`config.mk`:
```
export PLATFORM = sky130hd
export DESIGN_NAME = ps2_key_decoder
export DESIGN_NICKNAME = d
export VERILOG_FILES = /design/src/rtl/ps2_key_decoder.sv
export SDC_FILE = /design/constraint.sdc
export NUM_CORES = 1
export LEC_CHECK = 0
export ABC_AREA = 1
export ABC_CLOCK_PERIOD_IN_PS = 3300
export CAP_MARGIN = 20
export CORE_MARGIN = 5
export CORE_UTILIZATION = 50
export CTS_CLUSTER_SIZE = 14
export DETAILED_ROUTE_END_ITERATION = 6
export DONT_BUFFER_PORTS = 1
export SETUP_SLACK_MARGIN = 0.2
export SLEW_MARGIN = 10
export SYNTH_ARGS = -nofsm -noshare
export SYNTH_HDL_FRONTEND = slang
export SYNTH_SLANG_ARGS = --single-unit
```
`constraint.sdc`:
```
create_clock -name clk_12 -period 3.3 [get_ports clk_12]
set_input_delay 0.495 -clock clk_12 [delete_from_list [all_inputs] [get_ports clk_12]]
set_output_delay 0.495 -clock clk_12 [all_outputs]
set_load 0.005 [all_outputs]
```
`src/rtl/ps2_key_decoder.sv`:
```
// ============================================================================
//  Module      : ps2_key_decoder
//  Description : PS/2 keyboard deframer; folds E0/F0 prefixes into one
//                11-bit {toggle, pressed, extended, code} key event word.
//  Revision    : 1.0 - initial release
// ============================================================================
`default_nettype none

module ps2_key_decoder #(
    parameter int FILTER_LEN  = 8,
    parameter int TIMEOUT_CYC = 12000
) (
    input  logic        clk_12,
    input  logic        RESET_L,
    input  logic        ps2_clk,
    input  logic        ps2_data,
    output logic [10:0] ps2_key,
    output logic        frame_err,
    output logic        busy
);

    localparam int TW = $clog2(TIMEOUT_CYC + 1);

    localparam logic [7:0]    FL_LAST = 8'(FILTER_LEN - 1);
    localparam logic [TW-1:0] TO_LAST = TW'(TIMEOUT_CYC - 1);

    localparam logic [1:0] IDLE   = 2'd0;
    localparam logic [1:0] DATA   = 2'd1;
    localparam logic [1:0] PARITY = 2'd2;
    localparam logic [1:0] STOP   = 2'd3;

    logic          clk_s1, clk_s2, dat_s1, dat_s2;
    logic          filt_clk, filt_clk_d;
    logic [7:0]    filt_cnt;
    logic          fall;
    logic [1:0]    state;
    logic [2:0]    bitcnt;
    logic [7:0]    shreg;
    logic          par;
    logic [TW-1:0] tcnt;
    logic          ext, rel;

    always_ff @(posedge clk_12 or negedge RESET_L) begin
        if (!RESET_L) begin
            clk_s1 <= 1'b1;
            clk_s2 <= 1'b1;
            dat_s1 <= 1'b1;
            dat_s2 <= 1'b1;
        end else begin
            clk_s1 <= ps2_clk;
            clk_s2 <= clk_s1;
            dat_s1 <= ps2_data;
            dat_s2 <= dat_s1;
        end
    end

    // Filtered clock moves only after FILTER_LEN consecutive samples of the new level.
    always_ff @(posedge clk_12 or negedge RESET_L) begin
        if (!RESET_L) begin
            filt_clk   <= 1'b1;
            filt_clk_d <= 1'b1;
            filt_cnt   <= 8'd0;
        end else begin
            filt_clk_d <= filt_clk;
            if (clk_s2 == filt_clk) begin
                filt_cnt <= 8'd0;
            end else if (filt_cnt == FL_LAST) begin
                filt_clk <= clk_s2;
                filt_cnt <= 8'd0;
            end else begin
                filt_cnt <= filt_cnt + 8'd1;
            end
        end
    end

    assign fall = filt_clk_d & ~filt_clk;
    assign busy = (state != IDLE);

    always_ff @(posedge clk_12 or negedge RESET_L) begin
        if (!RESET_L) begin
            state     <= IDLE;
            bitcnt    <= 3'd0;
            shreg     <= 8'd0;
            par       <= 1'b0;
            tcnt      <= '0;
            ext       <= 1'b0;
            rel       <= 1'b0;
            ps2_key   <= 11'd0;
            frame_err <= 1'b0;
        end else begin
            frame_err <= 1'b0;
            if (state == IDLE || fall) begin
                tcnt <= '0;
            end else begin
                tcnt <= tcnt + 1'b1;
            end

            if (fall) begin
                case (state)
                    IDLE: begin
                        if (!dat_s2) begin
                            state  <= DATA;
                            bitcnt <= 3'd0;
                        end else begin
                            frame_err <= 1'b1;
                        end
                    end
                    DATA: begin
                        shreg  <= {dat_s2, shreg[7:1]};
                        bitcnt <= bitcnt + 3'd1;
                        if (bitcnt == 3'd7) begin
                            state <= PARITY;
                        end
                    end
                    PARITY: begin
                        par   <= dat_s2;
                        state <= STOP;
                    end
                    default: begin
                        state <= IDLE;
                        if (dat_s2 && (^{shreg, par})) begin
                            if (shreg == 8'hE0) begin
                                ext <= 1'b1;
                            end else if (shreg == 8'hF0) begin
                                rel <= 1'b1;
                            end else if (shreg == 8'hE1) begin
                                ext <= 1'b0;
                                rel <= 1'b0;
                            end else begin
                                ps2_key <= {~ps2_key[10], ~rel, ext, shreg};
                                ext     <= 1'b0;
                                rel     <= 1'b0;
                            end
                        end else begin
                            frame_err <= 1'b1;
                            ext       <= 1'b0;
                            rel       <= 1'b0;
                        end
                    end
                endcase
            end else if (state != IDLE && tcnt == TO_LAST) begin
                // Keyboard stalled mid-frame: drop partial byte and any pending prefix.
                state     <= IDLE;
                frame_err <= 1'b1;
                ext       <= 1'b0;
                rel       <= 1'b0;
            end
        end
    end

endmodule

`default_nettype wire

```
==> results of run 1 <==
[final timing paths]
path	start	end	slack [ps]	cells past startpoint
min in group clk_12	ps2_clk	clk_s1	180	0
min reg2reg	clk_s1	clk_s2	350	0
max	filt_clk	tcnt[9]	1430	7
max reg2reg	filt_clk	tcnt[9]	1430	7
min	RESET_L	shreg[3]	20	1
max in group asynchronous	RESET_L	filt_clk_d	2620	1
[final cells by class]
cell class,count,area [µm²]
repair buffers,2,37.54
inverters,42,157.7
flip-flops and latches,56,1409
clock inverters,2,35.03
multi-input cells,235,1199
well taps,72,90.09
clock buffers,6,72.57
fillers,508,2439
[state kept, by name (all words and copies together) (netlist names), 2 cells and up]
| name | cells |
|---|---|
| filt_cnt | 8 |
| tcnt | 14 |
| ps2_key | 11 |
| shreg | 8 |
| bitcnt | 3 |
| state | 2 |
[placed cells by master, fill, tap and decap left out, drive strengths merged, types with 8 or more instances in the layout]
master	instances
ha	8
o21ai	28
nand2	99
dfrtp	50
inv	42
nand4	8
nor3	11
a21oi	12
nor2	35
nand3	20
[through the flow]
stage / instances / total power [µW] / hold WS [ps]
after floorplan: 335 / 1088 / 199.4
after global placement: 405 / 1163 / 201.3
after detailed placement: 405 / 1168 / 200.9
after CTS: 414 / 1635 / 4.507
after global routing: 415 / 1727 / 0.01393
final: 415 / 1612 / 18.33
[cell families (layout without fill, tap and decap cells)]
kind of cell             after synthesis  after routing  synth area share (%)
XOR/XNOR                               3              3                0.9453
AND/OR/NAND/NOR                      179            179                 28.80
AO/OA/AOI/OAI                         45             45                 9.767
buffers and inverters                 44             52                 6.210
adder cells (fa/ha/maj)                8              8                 3.601
flip-flops                            56             56                 50.68
[worst max-delay path, stage by stage (launching register included)]
cell and delay [ps]:
dfstp_2 570, inv_2 40, nand2_1 220, inv_2 130, nor2_1 430, inv_2 150
a21oi_1 150, o21a_1 130
[routing by layer]
layer  vias to the layer above  global-route usage (%)  part of all wire (%)  wire, µm
li1                       1094                       -                     -         -
met1                       953                   20.94                    48      2515
met2                        24                   26.19                    46      2388
met3                         7                   4.514                   3.5       184
met4                         0                   4.604                   2.1       108
met5                         -                       0                     0         0
[power groups by stage]
stage / combinational (µW) / sequential (µW) / clock, µW
after floorplan: 282 / 806 / 0
after global placement: 347 / 816 / 0
after global routing: 425 / 815 / 487
final: 366 / 802 / 444
after detailed placement: 352 / 816 / 0
after CTS: 369 / 803 / 463
[repair_timing]
action	4_1_cts	5_1_grt
hold endpoints to repair	50	3
hold buffers	1	1
resized for setup	0	0
==> metrics.txt, run 1 <==
hpwl dp=~3.7 mm; CP Data Required Time=3550 ps; initial core utilization=51.12%; CTS tree=done; ys async rst share=100.0%; share of the synthesized area in the top cell type=45.00%; final setup fails=0; RSZ-0062 raised after global routing=false; worst skew pair latency=310 ps; worst ir drop on vdd=0.0003497 V; area grow syn2layout=7.921%; Nets=~350; Setup WS post-layout=between 1000 and 1500 ps; Synth warnings=0; Finished Cell Area=between 0.003 and 0.004 mm²; highest clock rate=between 500 and 600 MHz; Max Root-Sink Buffers=2; Clock Sinks=56; Hold Path Class=in2async; combinational power share=around 23%; top cells by count, synth=93 x nand2_1, 50 x dfrtp_1, 33 x inv_1, 33 x nor2_1; fin crit share=56.79%; I/O pin cnt=17; die height=84.57 µm; Root Driver=clkbuf_8; final hold violations=0; Sw Ratio=31.99%; setup TNS=0 ps; antenna violations before repair=0; Initial DRT Pass Iterations=4; net switching power=a little over 500 µW; Max Cap Violations=0; post-synth top area cell=dfrtp_1; # H-tree levels=2; fin. max-slew vios=0; Post-synth EDFFs=0; vias in the first global route=between 2000 and 2500; most frequent cell after synthesis=nand2_1; Remaining Overflow, GRT=0; Core Box Area=0.005439 mm²; CP max FO=8; dpl ws=roughly 1400 ps; n_diodes=0; top_reg_cell synth=dfrtp_1; pwr dens=between 500 and 600 mW/mm²; Post-Place Cell Area=0.002855 mm²; final worst path period need=roughly 1900 ps; post-route core utilization=~55%; Clk pin slew, worst setup/hold paths=around 110 ps; synth unique cells=33; first-pass GRT wire length=~9.5 mm; crit end category=register; I/O Buffers=0; largest net degree at the start of global routing=about 50; postcts setup bufs=0; Pint=~1100 µW; Mean Syn Cell Area=roughly 8.3 µm²; Worst-Margin Slew=slightly above 500 ps; part of the power in registers=49.8%; Overall Global Routing Usage=~16%; slew margin rel.=around two thirds; DIE WIDTH=84.57 µm; Cell Rows=27; Critical Path Source Type=register; outcome=finished, final reports clean; Synth area leaders=dfrtp_1 45%, nand2_1 13%, dfstp_2 5.7%; post-route ant nets=0; Seq/Total Area, Yosys=between 50% and 60%; wire per inst=around 13 µm; Mapped Nets=between 300 and 400; Leak Pwr=0.001413 µW; die area=roughly 0.0072 mm²; vias=~2100; WS Path Type=reg2reg; Placer Congestion=~0.85; DR vias/cell=5.007; Post-Syn Instances=roughly 340; WL final=5.196 mm; DRT iter0 DRCs=94; clock power share=about 28%; total CTS buffers=5; DRC violations left=0; clock skew=around 17 ps; Synth Cell Area=0.002780 mm²; layout cell share with drive strength beyond 1=12.24%; flop and latch count out of synthesis=56; Critical Path AT=between 2000 and 2500 ps
No activity file was read; power rests on OpenSTA's default activity.
==> run 2, diff against run 1 <==
--- a/config.mk
+++ b/config.mk
@@ -6,7 +6,7 @@
 export NUM_CORES = 1
 export LEC_CHECK = 0
 export ABC_AREA = 1
-export ABC_CLOCK_PERIOD_IN_PS = 3300
+export ABC_CLOCK_PERIOD_IN_PS = 1800
 export CAP_MARGIN = 20
 export CORE_MARGIN = 5
 export CORE_UTILIZATION = 50
==> constraint.sdc (replaced) <==
create_clock -name clk_12 -period 1.8 [get_ports clk_12]
set_input_delay 0.27 -clock clk_12 [delete_from_list [all_inputs] [get_ports clk_12]]
set_output_delay 0.27 -clock clk_12 [all_outputs]
set_load 0.005 [all_outputs]
==> run 2 against run 1 <==
Via count rose by 14%. Core utilization rose by 11 points. Final cell count rose by 11%. Global-route usage rose by 1.6 points. Combinational power rose to 2.9 times the previous value. Worst hold slack improved by 340 ps. Clock power rose by 57%. Total power rose by 100%. Clock-buffer cell count did not move. Non-clock buffer count rose by 43. Largest cell class is now multi-input gates.
==> metrics.txt, run 2 (synthesis gave the netlist of run 1 again) <==
outcome=finished, final reports clean; DRT iter0 DRCs=134 (+43%); post-route core utilization=65.68% (+11 points); die area=0.007151 mm² (unchanged); Initial DRT Pass Iterations=4 (unchanged); DR vias/cell=5.150 (+2.8%); most frequent cells in the layout=72 x nand2_1, 45 x dfrtp_1, 37 x buf_4; vias=2374 (+14%); top flop regs=tcnt x14, ps2_key x11; worst ir drop on vdd=0.0005034 V (+44%); DRC violations left=0 (unchanged); highest clock rate=600.9 MHz (+13%); # H-tree levels=2 (unchanged); Inst Count DP=413 (+2.0%); Critical Path AT=1880 ps (-240 ps); clock skew=7.945 ps (-9.107 ps); Critical Path Source Type=register; slew margin rel.=70.99% (+5.6 points); setup TNS=0 ps (unchanged); Setup WS post-layout=136.0 ps (-1290 ps); final hold violations=0 (unchanged); DIE WIDTH=84.57 µm (unchanged); CTS tree=done; post-route ant nets=0 (unchanged); fin. max-slew vios=0 (unchanged); total CTS buffers=5 (unchanged); final worst path period need=1664 ps (-209.9 ps); area of the multi-input gates=0.001416 mm² (+18%); Clock Sinks=56 (unchanged); pwr dens=905.8 mW/mm² (+69%); Remaining Overflow, GRT=0 (unchanged); most common cell after layout, fill and taps aside=nand2_1; Finished Layout Cells=461 (+11%); I/O pin cnt=17 (unchanged); area grow syn2layout=28.49%; antenna violations before repair=0 (unchanged); Leak Pwr=0.001672 µW (+18%); crit end category=register; Post-Place Cell Area=0.002920 mm² (+2.3%); Top reg by flops=tcnt; n_diodes=0 (unchanged); Worst-Margin Slew=431.2 ps (-86.60 ps); first-pass GRT wire length=10.44 mm (+10%); Max Root-Sink Buffers=2 (unchanged); final setup fails=0 (unchanged); dpl ws=15.78 ps (-1401 ps); hpwl dp=3.824 mm (+3.2%); largest net degree at the start of global routing=57 (+12%); max reg flops=14 (unchanged); die height=84.57 µm (unchanged); Core Box Area=0.005439 mm² (unchanged); I/O Buffers=0 (unchanged); Clk pin slew, worst setup/hold paths=100 ps (about the same); Cell Rows=27 (unchanged); Nets=400 (+13%); Hold Path Class=reg2reg; Finished Cell Area=0.003572 mm² (+19%); Overall Global Routing Usage=17.66% (+1.6 points); WL final=6.159 mm (+19%); Placer Congestion=0.8350 (-1.9%); initial core utilization=51.12% (unchanged); WS Path Type=reg2reg; layout cell share with drive strength beyond 1=34.45% (+22 points); CP Data Required Time=2010 ps (-1540 ps); Root Driver=clkbuf_8; RSZ-0062 raised after global routing=true; vias in the first global route=2348 (+12%); wire per inst=13.36 µm (+6.7%); Fillers=456 (-10%); fin crit share=92.45% (+36 points); Seq. cell area=0.001415 mm² (+0.44%); worst skew pair latency=310 ps (about the same); CP max FO=5 (-3); Max Cap Violations=0 (unchanged)
run 2: per-layer routing:
| layer | up-vias | share of wire [%] | track usage [%] |
|---|---|---|---|
| met4 | 0 | 1.3 | 5.324 |
| met1 | 1137 | 45 | 22.53 |
| met5 | - | 0 | 0 |
| li1 | 1191 | - | - |
| met2 | 38 | 50 | 29.75 |
| met3 | 8 | 3.6 | 4.220 |
run 2: where the power goes:
part           internal, µW  switching, µW  total, µW
clock network           308            391        699
registers              1390           94.0       1480
logic                   461            593       1050
run 2: final cells by class:
cell class	instances	share of cell area (%)
flip-flops and latches	56	39.61
clock buffers	6	2.312
repair buffers	45	11.14
well taps	72	2.522
multi-input cells	238	39.65
inverters	42	4.483
clock inverters	2	0.2802
run 2: critical path: stages, from the launching register on:
cell,delay (ps)
dfrtp_2,470
nor2_2,180
nor2_4,50
nand2_2,70
nand2_4,60
buf_12,120
nand2_4,70
nand3_4,80
nor2_4,120
buf_12,150
nand2_8,70
nand2_2,70
o21ai_2,40
run 2: repair_timing:
action,in CTS,in global routing
setup endpoints to repair,15,23
gates cloned,3,0
hold buffers,4,0
buffers inserted,21,12
gates resized for setup,28,32
pin swaps,12,22
hold endpoints to repair,58,0
run 2: final timing paths:
path	from	end	slack [ps]	depth (start not counted)
min in group asynchronous	RESET_L	filt_cnt[5]	460	2
hold / removal	clk_s1	clk_s2	360	0
setup reg to reg	shreg[5]	ps2_key[2]	140	12
max in group asynchronous	RESET_L	filt_clk_d	1020	2
hold reg to reg	clk_s1	clk_s2	360	0
setup / recovery	shreg[5]	ps2_key[2]	140	12
run 2: stage by stage:
stage                     hold slack, ps  power [µW]
final                              360.1        3236
after global routing               366.3        3466
after CTS                          361.1        3081
after detailed placement          -23.87        2209
after global placement            -23.94        2195
after floorplan                   -25.59        1995
==> run 3, diff against run 2 <==
--- a/config.mk
+++ b/config.mk
@@ -8,11 +8,14 @@
 export ABC_AREA = 1
 export ABC_CLOCK_PERIOD_IN_PS = 1800
 export CAP_MARGIN = 20
+export CELL_PAD_IN_SITES_DETAIL_PLACEMENT = 1
+export CELL_PAD_IN_SITES_GLOBAL_PLACEMENT = 1
 export CORE_MARGIN = 5
-export CORE_UTILIZATION = 50
+export CORE_UTILIZATION = 30
 export CTS_CLUSTER_SIZE = 14
 export DETAILED_ROUTE_END_ITERATION = 6
 export DONT_BUFFER_PORTS = 1
+export PLACE_DENSITY_LB_ADDON = 0.1
 export SETUP_SLACK_MARGIN = 0.2
 export SLEW_MARGIN = 10
 export SYNTH_ARGS = -nofsm -noshare
==> run 3 against run 2 <==
Worst hold slack gained 7.4 ps. Design area grew 2.2%. Largest cell class unchanged. Sequential power about the same. Register-to-register slack about the same. Die area up 58%. Final cell count increased by 7.6%. Core utilization shrank 26 points.
==> metrics.txt, run 3 (synthesis gave the netlist of run 1 again) <==
slew margin rel.=73.75% (+2.8 points); die area=0.01129 mm² (+58%); vias in the first global route=2512 (+7.0%); vias=2353 (-0.88%); Overall Global Routing Usage=13.00% (-4.7 points); worst ir drop on vdd=0.0005199 V (+3.3%); Max Cap Violations=0 (unchanged); max reg flops=14 (unchanged); most frequent cells in the layout=72 x nand2_1, 47 x dfrtp_1, 34 x buf_4; pwr dens=885.0 mW/mm² (-2.3%); crit path from=shreg[5]; r2r endpoint=ps2_key[7]; fin crit share=92.24% (-0.21 points); worst hold slack=367.5 ps (+7.386 ps); FF-to-FF path depth=13 (+1); DRC violations left=0 (unchanged); Fillers=1071 (+130%); die height=106.3 µm (+26%); Critical Path Source Type=register; clock skew=8.630 ps (+0.6848 ps); hpwl dp=4.789 mm (+25%); Cell Rows=35 (+30%); Max Root-Sink Buffers=2 (unchanged); CTS tree=done; DRT iter0 DRCs=42 (-69%); Nets=396 (-1.0%); Finished Layout Cells=496 (+7.6%); total CTS buffers=5 (unchanged); n_diodes=0 (unchanged); RSZ-0062 raised after global routing=true; post-route ant nets=0 (unchanged); crit path to=ps2_key[7]; WL final=7.055 mm (+15%); Power Total=3231 µW (-0.14%); worst skew pair latency=310 ps (about the same); final hold violations=0 (unchanged); top flop regs=tcnt x14, ps2_key x11; final setup fails=0 (unchanged); I/O Buffers=0 (unchanged); R2R setup slack=140 ps (about the same); initial core utilization=30.38% (-21 points); first-pass GRT wire length=11.96 mm (+15%); layout cell share with drive strength beyond 1=33.77% (-0.68 points); WS Path Type=reg2reg; DR vias/cell=4.744 (-7.9%); area grow syn2layout=31.32%; Clock Sinks=56 (unchanged); Hold Path Class=reg2reg; DIE WIDTH=106.3 µm (+26%); Inst Count DP=458 (+11%); final worst path period need=1660 ps (-3.749 ps); Remaining Overflow, GRT=0 (unchanged); Critical Path AT=1870 ps (about the same); outcome=finished, final reports clean; fin. max-slew vios=0 (unchanged); Leak Pwr=0.001632 µW (-2.4%); CP max FO=5 (unchanged); setup TNS=0 ps (unchanged); highest clock rate=602.3 MHz (+0.23%); antenna violations before repair=0 (unchanged); worst r2r src=shreg[5]; Clk pin slew, worst setup/hold paths=100 ps (about the same); I/O pin cnt=17 (unchanged); largest net degree at the start of global routing=57 (unchanged); Initial DRT Pass Iterations=6 (+2); # H-tree levels=2 (unchanged); wire per inst=14.22 µm (+6.5%); most common cell after layout, fill and taps aside=nand2_1; CP Data Required Time=2010 ps (about the same); Worst-Margin Slew=391.0 ps (-40.19 ps); Root Driver=clkbuf_8; Placer Congestion=0.7959 (-4.7%); crit end category=register; Core Box Area=0.009153 mm² (+68%); Top reg by flops=tcnt
-- run 3: cell count changes in the layout (fill, tap and decap cells not counted), moves of 3 or more --
cell | previous run | this run
buf_4 | 37 | 34
inv_2 | 13 | 10
nand3_1 | 14 | 11
nand3_2 | 3 | 6
inv_1 | 28 | 32
-- run 3: per-stage QoR --
| stage | cell area (µm²) | worst slack, ps | utilization (%) |
|---|---|---|---|
| final | 3651 | 139.7 | 39.89 |
| after global routing | 3651 | 28.22 | 39.89 |
| after CTS | 3457 | 120.9 | 37.77 |
| after detailed placement | 3014 | 1.771 | 32.93 |
| after global placement | 3014 | 44.11 | 32.93 |
| after floorplan | 2785 | 209.2 | - |
-- run 3: what timing repair did --
item,in CTS,in global routing
buffers inserted,17,6
endpoints found under the setup margin,16,26
pin swaps,14,18
hold buffers,4,0
endpoints found under the hold margin,58,0
cloned,3,0
gates resized for setup,30,38
-- run 3: cell type report --
cell class | instances | area (µm²) | area share [%]
Sequential cell | 56 | 1413 | 38.69
Clock buffer | 7 | 76.32 | 2.090
Tap cell | 111 | 138.9 | 3.804
Clock inverter | 1 | 5.005 | 0.1371
Timing Repair Buffer | 41 | 364.1 | 9.973
Inverter | 42 | 157.7 | 4.318
Multi-Input combinational cell | 238 | 1496 | 40.99
-- run 3: worst min-delay path by stage --
| stage | from | end | slack [ps] | cells after the start |
|---|---|---|---|---|
| final | clk_s1 | clk_s2 | 370 | 0 |
| after global routing | clk_s1 | clk_s2 | 370 | 0 |
| after CTS | clk_s1 | clk_s2 | 370 | 0 |
| after detailed placement | RESET_L | filt_cnt[7] | -20 | 0 |
| after global placement | RESET_L | filt_cnt[7] | -20 | 0 |
| after floorplan | RESET_L | bitcnt[0] | -30 | 0 |
-- run 3: layer usage --
metal	vias to the layer above	global-route usage, %	wire length (µm)
li1	1180	-	-
met1	1154	17.25	3398
met2	13	22.04	3460
met3	6	2.368	131
met4	0	2.960	65
met5	-	0	0
-- run 3: worst max-delay path, stage by stage (launching register included) --
cell and delay, ps:
dfrtp_1 440, nand2_2 130, inv_2 60, nor2_2 90, nand2_1 70, nand2_2 100, inv_2 50, nand3_4 80
nand3_4 80, nor2_4 100, buf_12 160, nand2_8 90, nand2_2 70, o21ai_2 40
-- run 3: power by group --
part,switching (µW),internal (µW),leakage (µW)
Combinational,623,440,0.000840
Sequential,94.8,1390,0.000750
Clock,412,275,0.0000422
Total,1130,2100,0.00163
